$ cat src/rtl/stopwatch_ctrl.sv
// stopwatch_ctrl: run/stop/clear controller and 1/100 s time base for the stopwatch.
//
// Divides the system clock down to a tick of TICK_HZ and advances a cascaded
// msec/sec/min counter on each tick while running. o_msec feeds the dot-blink
// comparator; o_sec/o_min feed the FND digit splitter.
//
// Ports:
//   clk          in   1  system clock, rising edge
//   rst_n        in   1  asynchronous reset, active-low
//   i_btn_run    in   1  debounced 1-cycle pulse, toggles RUN/STOP
//   i_btn_clear  in   1  debounced 1-cycle pulse, clears time while stopped
//   o_msec       out  7  centiseconds, 0..MSEC_MAX-1
//   o_sec        out  6  seconds, 0..SEC_MAX-1
//   o_min        out  6  minutes, 0..MIN_MAX-1
//   o_running    out  1  high while in RUN
//   o_tick       out  1  1-cycle pulse, same cycle the counters advance
//   o_wrap       out  1  1-cycle pulse when the time rolls over to 00:00.00
module stopwatch_ctrl #(
    parameter int CLK_FREQ = 100_000_000,
    parameter int TICK_HZ  = 100,
    parameter int MSEC_MAX = 100,
    parameter int SEC_MAX  = 60,
    parameter int MIN_MAX  = 60
) (
    input  logic       clk,
    input  logic       rst_n,
    input  logic       i_btn_run,
    input  logic       i_btn_clear,
    output logic [6:0] o_msec,
    output logic [5:0] o_sec,
    output logic [5:0] o_min,
    output logic       o_running,
    output logic       o_tick,
    output logic       o_wrap
);
    localparam int DIV = CLK_FREQ / TICK_HZ;
    localparam int DW  = $clog2(DIV);

    localparam logic [1:0] S_STOP  = 2'd0;
    localparam logic [1:0] S_RUN   = 2'd1;
    localparam logic [1:0] S_CLEAR = 2'd2;

    localparam logic [DW-1:0] DIV_LAST  = DW'(DIV - 1);
    localparam logic [6:0]    MSEC_LAST = 7'(MSEC_MAX - 1);
    localparam logic [5:0]    SEC_LAST  = 6'(SEC_MAX - 1);
    localparam logic [5:0]    MIN_LAST  = 6'(MIN_MAX - 1);

    logic [1:0]    r_state;
    logic [1:0]    w_state_nxt;
    logic [DW-1:0] r_div;
    logic [6:0]    r_msec;
    logic [5:0]    r_sec;
    logic [5:0]    r_min;
    logic          r_running;
    logic          r_tick;
    logic          r_wrap;
    logic          w_tick_en;
    logic          w_msec_c;
    logic          w_sec_c;
    logic          w_min_c;

    // Clear has priority over run in STOP; clear is ignored in RUN; CLEAR lasts one cycle.
    // The unused encoding behaves like STOP so the FSM always recovers.
    assign w_state_nxt = (r_state == S_CLEAR) ? S_STOP :
                         (r_state == S_RUN)   ? (i_btn_run ? S_STOP : S_RUN) :
                         i_btn_clear          ? S_CLEAR :
                         i_btn_run            ? S_RUN : S_STOP;

    // Tick is decided on the current state, so a tick due on the RUN->STOP cycle is still taken.
    assign w_tick_en = (r_state == S_RUN) && (r_div == DIV_LAST);
    assign w_msec_c  = w_tick_en && (r_msec == MSEC_LAST);
    assign w_sec_c   = w_msec_c && (r_sec == SEC_LAST);
    assign w_min_c   = w_sec_c && (r_min == MIN_LAST);

    always_ff @(posedge clk or negedge rst_n) begin
        if (!rst_n) begin
            r_state   <= S_STOP;
            r_div     <= '0;
            r_msec    <= '0;
            r_sec     <= '0;
            r_min     <= '0;
            r_running <= 1'b0;
            r_tick    <= 1'b0;
            r_wrap    <= 1'b0;
        end else begin
            r_state   <= w_state_nxt;
            r_running <= (w_state_nxt == S_RUN);
            r_tick    <= w_tick_en;
            r_wrap    <= w_min_c;
            if (r_state == S_CLEAR) begin
                r_div  <= '0;
                r_msec <= '0;
                r_sec  <= '0;
                r_min  <= '0;
            end else if (r_state == S_RUN) begin
                // Divider holds outside RUN so the sub-tick phase survives a pause.
                r_div <= w_tick_en ? '0 : r_div + 1'b1;
                if (w_tick_en) r_msec <= w_msec_c ? '0 : r_msec + 1'b1;
                if (w_msec_c) r_sec <= w_sec_c ? '0 : r_sec + 1'b1;
                if (w_sec_c) r_min <= w_min_c ? '0 : r_min + 1'b1;
            end
        end
    end

    assign o_msec    = r_msec;
    assign o_sec     = r_sec;
    assign o_min     = r_min;
    assign o_running = r_running;
    assign o_tick    = r_tick;
    assign o_wrap    = r_wrap;
endmodule
$ cat config.mk
export PLATFORM = sky130hd
export DESIGN_NAME = stopwatch_ctrl
export DESIGN_NICKNAME = d
export VERILOG_FILES = /design/src/rtl/stopwatch_ctrl.sv
export SDC_FILE = /design/constraint.sdc
export NUM_CORES = 1
export LEC_CHECK = 0
export CAP_MARGIN = 20
export CELL_PAD_IN_SITES_DETAIL_PLACEMENT = 0
export CELL_PAD_IN_SITES_GLOBAL_PLACEMENT = 2
export CORE_MARGIN = 4
export CORE_UTILIZATION = 32
export DETAILED_ROUTE_END_ITERATION = 12
export PLACE_DENSITY = 0.84
export SLEW_MARGIN = 10
export SYNTH_ARGS = -nofsm -noshare
export SYNTH_HDL_FRONTEND = slang
export SYNTH_SLANG_ARGS = --single-unit
$ cat constraint.sdc
create_clock -name clk -period 2.3 [get_ports clk]
set_input_delay 0.46 -clock clk [delete_from_list [all_inputs] [get_ports clk]]
set_output_delay 0.46 -clock clk [all_outputs]
set_load 0.02 [all_outputs]
# --- Yosys cells after proc, flatten, opt, wreduce, memory -nomap -nowiden ---
# Cells that the tools add are included.
op_classes:
  addsub: 4
  n_eq_ne: 7
  muxes: 20
  n_reduce_logical: 11
op_table:
  columns: ["cell", "n"]
  rows:
  - ["20-bit two-way mux", 3]
  - ["6-bit two-way mux", 8]
  - ["7-bit two-way mux", 4]
  - ["20-bit by 1-bit adder with 20-bit output, second input constant", 1]
  - ["20-bit == test, second input constant", 1]
  - ["6-bit by 1-bit adder with 6-bit output, second input constant", 2]
  - ["6-bit == test, second input constant", 2]
  - ["2-bit nonzero test", 4]
  - ["7-bit by 1-bit adder with 7-bit output, second input constant", 1]
  - ["7-bit == test, second input constant", 1]
  - ["2-bit two-way mux", 3]
  - ["2-bit AND reduction", 3]
  - ["2-bit by 1-bit == test with 1-bit output, second input constant", 2]
  - ["1-bit logical AND", 4]
  - ["2-bit == test, second input constant", 1]
  - ["1-bit two-way mux", 2]
word_totals:
  register_bits: 44
  inputBits: 4
  elab_cells: 50

# --- Longest topological paths before layout ---
# Gate-level depths: netlist (run 1).
logic_depth:
  depth_word: 9
  mapped_depth: 10
  ltp_nobuf: 7

# --- Least setup slack after synthesis (run 1) ---
# No wires, ideal clock.
synth_timing:
  path_kind: "flip-flop to flip-flop"
  start: "register r_msec[3], in the netlist o_msec[3]"
  end: "register r_min[0], in the netlist o_min[0]"
  arrival_time_ns: 2.127
  t_required_ns: 2.174
  setup_slack_ns: 0.047
  path_stages_with_launch: 6
  n_path_buf: 0
  synth_period_minus_slack_ns: 2.253
  cell_sequence: "dfrtp_1 or4b_4 nor4_4 nor4b_4 nor3b_1 a221o_1"
synth_via:
  elab_chain_cells: 8
  word_cells_on_any_way: 10
synth_lines:
  columns: ["element", "line_no", "rtl"]
  rows:
  - ["start, declared", "51", "logic [6:0] r_msec;"]
  - ["start signal, assigned", "98", "if (w_tick_en) r_msec <= w_msec_c ? '0 : r_msec + 1'b1;"]
  - ["7-bit == test *", "71", "assign w_msec_c = w_tick_en && (r_msec == MSEC_LAST);"]
  - ["1-bit logical AND *", "71", null]
  - ["1-bit logical AND *", "72", "assign w_sec_c = w_msec_c && (r_sec == SEC_LAST);"]
  - ["1-bit logical AND", "73", "assign w_min_c = w_sec_c && (r_min == MIN_LAST);"]
  - ["6-bit two-way mux (2 in series)", "100", "if (w_sec_c) r_min <= w_min_c ? '0 : r_min + 1'b1;"]
  - ["6-bit two-way mux", "95", "end else if (r_state == S_RUN) begin"]
  - ["6-bit two-way mux", "90", "if (r_state == S_CLEAR) begin"]
  - ["end signal, assigned", "100", null]
  - ["end, declared", "53", "logic [5:0] r_min;"]
# Mark *: on every way between the ends. The rest lies on a longest branch, timed or not. The select of a mux whose other input is x is not followed.
# A chain may end at the register's enable or synchronous reset.

# --- Worst setup path in the final report (run 1) ---
layout_timing:
  start: "register r_state[0]"
  end: "register r_msec[5], in the netlist o_msec[5]"
layout_via:
  elab_chain_cells: 7
  word_cells_on_any_way: 11
layout_lines:
  columns: ["element", "line_no", "rtl"]
  rows:
  - ["start, declared", "48", "logic [1:0] r_state;"]
  - ["start signal, assigned", "86", "r_state <= w_state_nxt;"]
  - ["2-bit by 1-bit == test with 1-bit output", "70, 95", null]
  - ["1-bit logical AND", "70", "assign w_tick_en = (r_state == S_RUN) && (r_div == DIV_LAST);"]
  - ["1-bit logical AND", "71", null]
  - ["7-bit two-way mux (2 in series)", "98", null]
  - ["7-bit two-way mux", "95", null]
  - ["7-bit two-way mux", "90", null]
# Parallel ways exist; a longest one is shown, timed or not. The select of a mux whose other input is x is not followed.

==> results of run 1 <==
[cells in the mapped netlist (all sizes together) (2+ instances only)]
cell type	instances	share of area (%)
dfrtp	44	45
nor2	30	4.6
nand2	24	3.7
inv	16	2.5
nand3	12	2.5
nor3	12	2.7
or3	11	2.8
xnor2	10	3.6
a21oi	9	1.9
o21ai	8	1.7
xor2	8	2.9
nand4	7	1.8
clkbuf	6	0.93
ha	6	3.1
and3	5	1.3
nor3b	5	1.5
nor4	5	1.9
and4	4	1.4
a311o	3	1.2
o211ai	3	0.93
a21o	2	0.62
a221o	2	0.83
and2	2	0.52
nand4b	2	0.72
nor2b	2	0.52
nor4b	2	1.3
o41ai	2	0.72
or4	2	0.62
or4b	2	0.98
[cell families after synthesis]
logic type | Yosys count
compound gates | 37
xor+xnor | 18
fa+ha+maj | 6
buf+inv | 23
flops | 44
mux | 2
simple gates | 130
[flip-flops by register name, summed over array words and instances, names as in the netlist]
name	count
r_div	20
o_min	6
o_tick	1
o_wrap	1
o_msec	7
r_state	2
o_sec	6
o_running	1
[worst max path at each step]
stage	from	to	slack, ps	cells past startpoint
floorplan	o_msec[3]$_DFFE_PN0P_	o_min[0]$_DFFE_PN0P_	50	5
global placement	o_msec[3]$_DFFE_PN0P_	o_min[1]$_DFFE_PN0P_	170	5
detailed placement	o_msec[3]$_DFFE_PN0P_	o_min[0]$_DFFE_PN0P_	160	5
CTS	r_state[0]$_DFF_PN0_	o_sec[4]$_DFFE_PN0P_	140	7
global route	r_state[0]$_DFF_PN0_	o_sec[4]$_DFFE_PN0P_	-50	7
finish	r_state[0]$_DFF_PN0_	o_msec[5]$_DFFE_PN0P_	140	7
[stage by stage]
stage / setup TNS [ps] / util (%) / instances / cell area (µm²) / setup WS, ps
after floorplan: 0 / - / 260 / 2420 / 46.7
after global placement: 0 / 39.1 / 389 / 2850 / 171
after detailed placement: 0 / 39.1 / 389 / 2850 / 159
after CTS: 0 / 40.4 / 397 / 2950 / 141
after global routing: -157 / 40.6 / 397 / 2960 / -45.7
final: 0 / 40.6 / 397 / 2960 / 136
[per-layer routing]
layer / global-route usage [%] / vias to the layer above / share of wire [%]
li1: - / 1004 / -
met1: 17.4 / 954 / 48
met2: 21.3 / 40 / 47
met3: 2.63 / 7 / 3.6
met4: 4.33 / 0 / 1.2
met5: 0 / - / 0
[power by group]
group / leakage, nW / switching, mW / internal (mW) / total (mW)
Combinational: 0.597 / 0.262 / 0.169 / 0.432
Sequential: 0.599 / 0.0863 / 0.843 / 0.929
Clock: 0.0510 / 0.270 / 0.240 / 0.510
[area by class of cell]
class	instances	area, µm²	share of cell area [%]
Inverter	16	60.1	2.03
Timing Repair Buffer	37	335	11.3
Clock buffer	6	82.6	2.79
Sequential cell	44	1100	37.2
Clock inverter	2	10.0	0.338
Tap cell	99	124	4.19
Multi-Input combinational cell	193	1250	42.1
[timing repair]
action,4_1_cts,5_1_grt
setup endpoints to repair,0,7
hold endpoints to repair,0,0
gates resized for setup,0,2
==> results.cfg, run 1 <==
[outcome]
run_status = finished, final reports clean

[clock_tree]
clk_pin_slew_ps = 90
root_buffer = clkbuf_8
cts_made_buffers = 5
clk-insertion-delay-late_ps = 300
hold_buffers = 0
postCtsSetupBuffers = 0
clockBufferDepth = 2
htree_levels = 2
clock-sinks = 44
cts_tree = done

[yosys]
ys_dominant_reg_cell = dfrtp_1
ys_warn_count = 0
synthAdderAreaFrac_pct = 3.10
synth_xor_area_share_pct = 6.51
synthCells = 260
synth_top_family_by_area = simple AND/OR/NAND/NOR gates
ys_async_sr_fraction_pct = 100
muxShareOfSynthArea_pct = 0.878
synth_seq_cells = 44
syn_avg_cell_area_um2 = 9.32
syn_nets = 270
synth-edff-count = 0
synth_compound_area_share_pct = 10.5
syn_area_um2 = 2420
ys_types = 47
ys_seq_area_share_pct = 45.5
yosys.area_share.simple_pct = 30.0

[global_routing]
grt_max_degree = 24
grt_pass1_vias = 1885
grt_pass1_wl_mm = 9.26
overflow = 0
antenna_found_initial = 0
track_usage_pct = 13.1

[die]
top_level_ports = 26
die_h_um = 95.0
die_area_um2 = 9030
core_area_um2 = 7290
rows = 31
start_util_pct = 33.2
fp.dieW_um = 95.0

[job]
maxCapViolCount = 0

[setup_path]
path_class = register to register
cp-end-kind = register
rr_endpoint = o_msec[5]$_DFFE_PN0P_
ff2ff_setup_slack_ps = 140
critPathLaunchType = register
crit_path_max_fanout = 10
cp_top_family = simple AND/OR/NAND/NOR gates
worst-path-buf-inv = 1
cpMaxStageDelayCell = or3_1
worst_path_largest_cell_delay_ps = 400
cp_data_required_time_ps = 2520
crit_chain = inv_1, ha_1, and3b_1, and4_1, a21oi_1, or3_1, a21oi_1
path_common_cell = a21oi_1
reg2reg_depth = 7
r2r_start = r_state[0]$_DFF_PN0_
critPathArrivalTime_ps = 2390

[sta]
setup_viol = 0
min_period_ps = 2160
hold_viol = 0
finClkSkew_ps = 8.20
clock.fmax_ghz = 0.462
rsz0062_at_grt = yes
worst_pin_slew_ps = 638
fin_crit_sh_pct = 94.1
holdWs_ps = 48.2
drv_slew = 0
max_slew_margin_pct = 57.4

[cells_and_area]
layout_common_cells = dfrtp_1, nor2_1, nand2_1, clkdlybuf4s50_1, inv_1
syn2layout_area_growth_pct = 22.2
nets = 307
diodes = 0
mostFrequentLayoutCell = dfrtp_1
fill_cells = 752
drive_above_1_share_pct = 10.4

[placed_design]
gp_congestion = 0.732
dp_hpwl_mm = 3.88
port_buffers = 25

[power]
power.density_nw_per_um2 = 632
leakagePower_nw = 1.25
vdd_drop_max_mv = 0.224
design_power_total_mw = 1.87

[route]
first_pass_iters = 4
vias = 2005
wl_per_cell_um = 13.9
drtIter0Drc = 95
drt-total-wl_mm = 5.52
drc = 0
ant_nets = 0
via_per_inst = 5.05

[worst_hold_path]
min_path_type = input port to async pin
(Power assumes the default switching activity.)
==> run 2, diff against run 1 <==
CORE_ASPECT_RATIO = 0.5   (was default)
HOLD_SLACK_MARGIN = 0.02   (was default)
==> results.cfg, run 2 (synthesis results as in run 1) <==
[route]
first_pass_iters = 4
wl_per_cell_um = 13.8
via_per_inst = 5.13
vias = 2045
ant_nets = 0
drtIter0Drc = 98
drt-total-wl_mm = 5.52
drc = 0

[setup_path]
ff2ff_setup_slack_ps = 150
rr_endpoint = o_msec[4]$_DFFE_PN0P_
critPathLaunchType = register
critPathArrivalTime_ps = 2350
reg2reg_depth = 7
r2r_start = r_state[0]$_DFF_PN0_
crit_path_max_fanout = 10
cp-end-kind = register
cp_data_required_time_ps = 2500
path_class = register to register

[clock_tree]
clk-insertion-delay-late_ps = 280
htree_levels = 2
clk_pin_slew_ps = 60
cts_made_buffers = 5
root_buffer = clkbuf_16
clock-sinks = 44
clockBufferDepth = 2
cts_tree = done

[power]
power_frac_clock_pct = 34.0
vdd_drop_max_mv = 0.315
leakagePower_nw = 1.31
p_int_mw = 1.44
design_power_total_mw = 2.07
swShare_pct = 30.1
power.density_nw_per_um2 = 673
comb_power_share_pct = 20.9
seq_power_share_pct = 45.2
switching_power_mw = 0.623

[job]
maxCapViolCount = 0

[global_routing]
grt_busiest_layer = met2
track_usage_pct = 13.2
grt_max_degree = 45
grt_pass1_vias = 2016
antenna_found_initial = 0
grt_use_met1_pct = 18.5
grt_pass1_wl_mm = 9.76
overflow = 0
use_met2_pct = 20.3
grt.met3_usage_pct = 3.15

[sta]
fin_setup_tns_ps = 0
fin_crit_sh_pct = 93.6
setup_slack_ps = 147
max_slew_margin_pct = 60.4
hold_viol = 0
min_period_ps = 2150
finClkSkew_ps = 6.36
drv_slew = 0
clock.fmax_ghz = 0.465
setup_viol = 0
worst_pin_slew_ps = 594

[cells_and_area]
mostFrequentLayoutCell = dfrtp_1
diodes = 0
nets = 312
final_util_pct = 41.7
drive_above_1_share_pct = 12.2
layout_common_cells = dfrtp_1, nor2_1, nand2_1, clkdlybuf4s50_1
regMostFlops = r_div
syn2layout_area_growth_pct = 26.7
largest_register_ffs = 20
final_area_um2 = 3070

[die]
fp.dieW_um = 131
die_area_um2 = 9110
core_area_um2 = 7350
top_level_ports = 26
die_h_um = 69.5
rows = 22
start_util_pct = 33.0

[placed_design]
placed_area_um2 = 2890
port_buffers = 25
gp_congestion = 0.818
dp_hpwl_mm = 4.02
place_ws_ps = 145

[outcome]
run_status = finished, final reports clean

[worst_hold_path]
min_path_type = input port to async pin
run 2: cell types whose count changed in the layout (fill, tap and decap cells not counted):
cell	before	now
buf_4	12	16
a31oi_1	1	0
a31oi_2	0	1
clkbuf_16	0	5
buf_12	0	1
clkbuf_8	6	1
run 2: final cells by class:
cell class | count | area (µm²)
flip-flops and latches | 44 | 1100
clock buffers | 6 | 139
well taps | 96 | 120
repair buffers | 42 | 385
clock inverters | 2 | 10.0
inverters | 16 | 60.1
fillers | 721 | 4280
multi-input cells | 193 | 1250
run 2: through the flow:
step	cells	hold WS, ps
final	399	154
after global routing	399	165
after CTS	398	161
after detailed placement	390	460
after global placement	390	458
after floorplan	260	164
run 2: critical path: stages (launching register included):
cell	delay (ps)
dfrtp_1	350
inv_1	50
ha_1	290
and3b_1	270
and4_1	340
a21oi_1	240
or3_1	400
a21oi_1	150
run 2: how the worst max path moves through the flow:
stage                                from                    end  slack, ps
floorplan           o_msec[3]$_DFFE_PN0P_   o_min[0]$_DFFE_PN0P_         50
global placement    o_msec[3]$_DFFE_PN0P_   o_min[1]$_DFFE_PN0P_        160
detailed placement   r_state[0]$_DFF_PN0_   o_sec[4]$_DFFE_PN0P_        140
CTS                 o_msec[3]$_DFFE_PN0P_   o_min[0]$_DFFE_PN0P_        130
global route         r_state[0]$_DFF_PN0_  o_msec[5]$_DFFE_PN0P_      -0.06
finish               r_state[0]$_DFF_PN0_  o_msec[4]$_DFFE_PN0P_        150
run 2: what timing repair did:
action,CTS,global route
endpoints found under the setup margin,0,6
gates resized for setup,0,3
setup buffers,0,1
hold buffers,0,0
run 2: power groups by stage:
stage	clock, mW	sequential (mW)	combinational (mW)
2_1_floorplan	0	0.951	0.255
6_report	0.702	0.933	0.431
5_1_grt	0.778	0.949	0.483
3_3_place_gp	0	0.941	0.425
3_5_place_dp	0	0.946	0.436
4_1_cts	0.728	0.932	0.437
run 2: layer usage:
metal | share of wire (%) | wire length, µm | up-vias
met5 | 0 | 0 | -
met4 | 1.4 | 78 | 0
met3 | 2.4 | 135 | 6
met2 | 46 | 2530 | 21
met1 | 50 | 2770 | 997
li1 | - | - | 1021
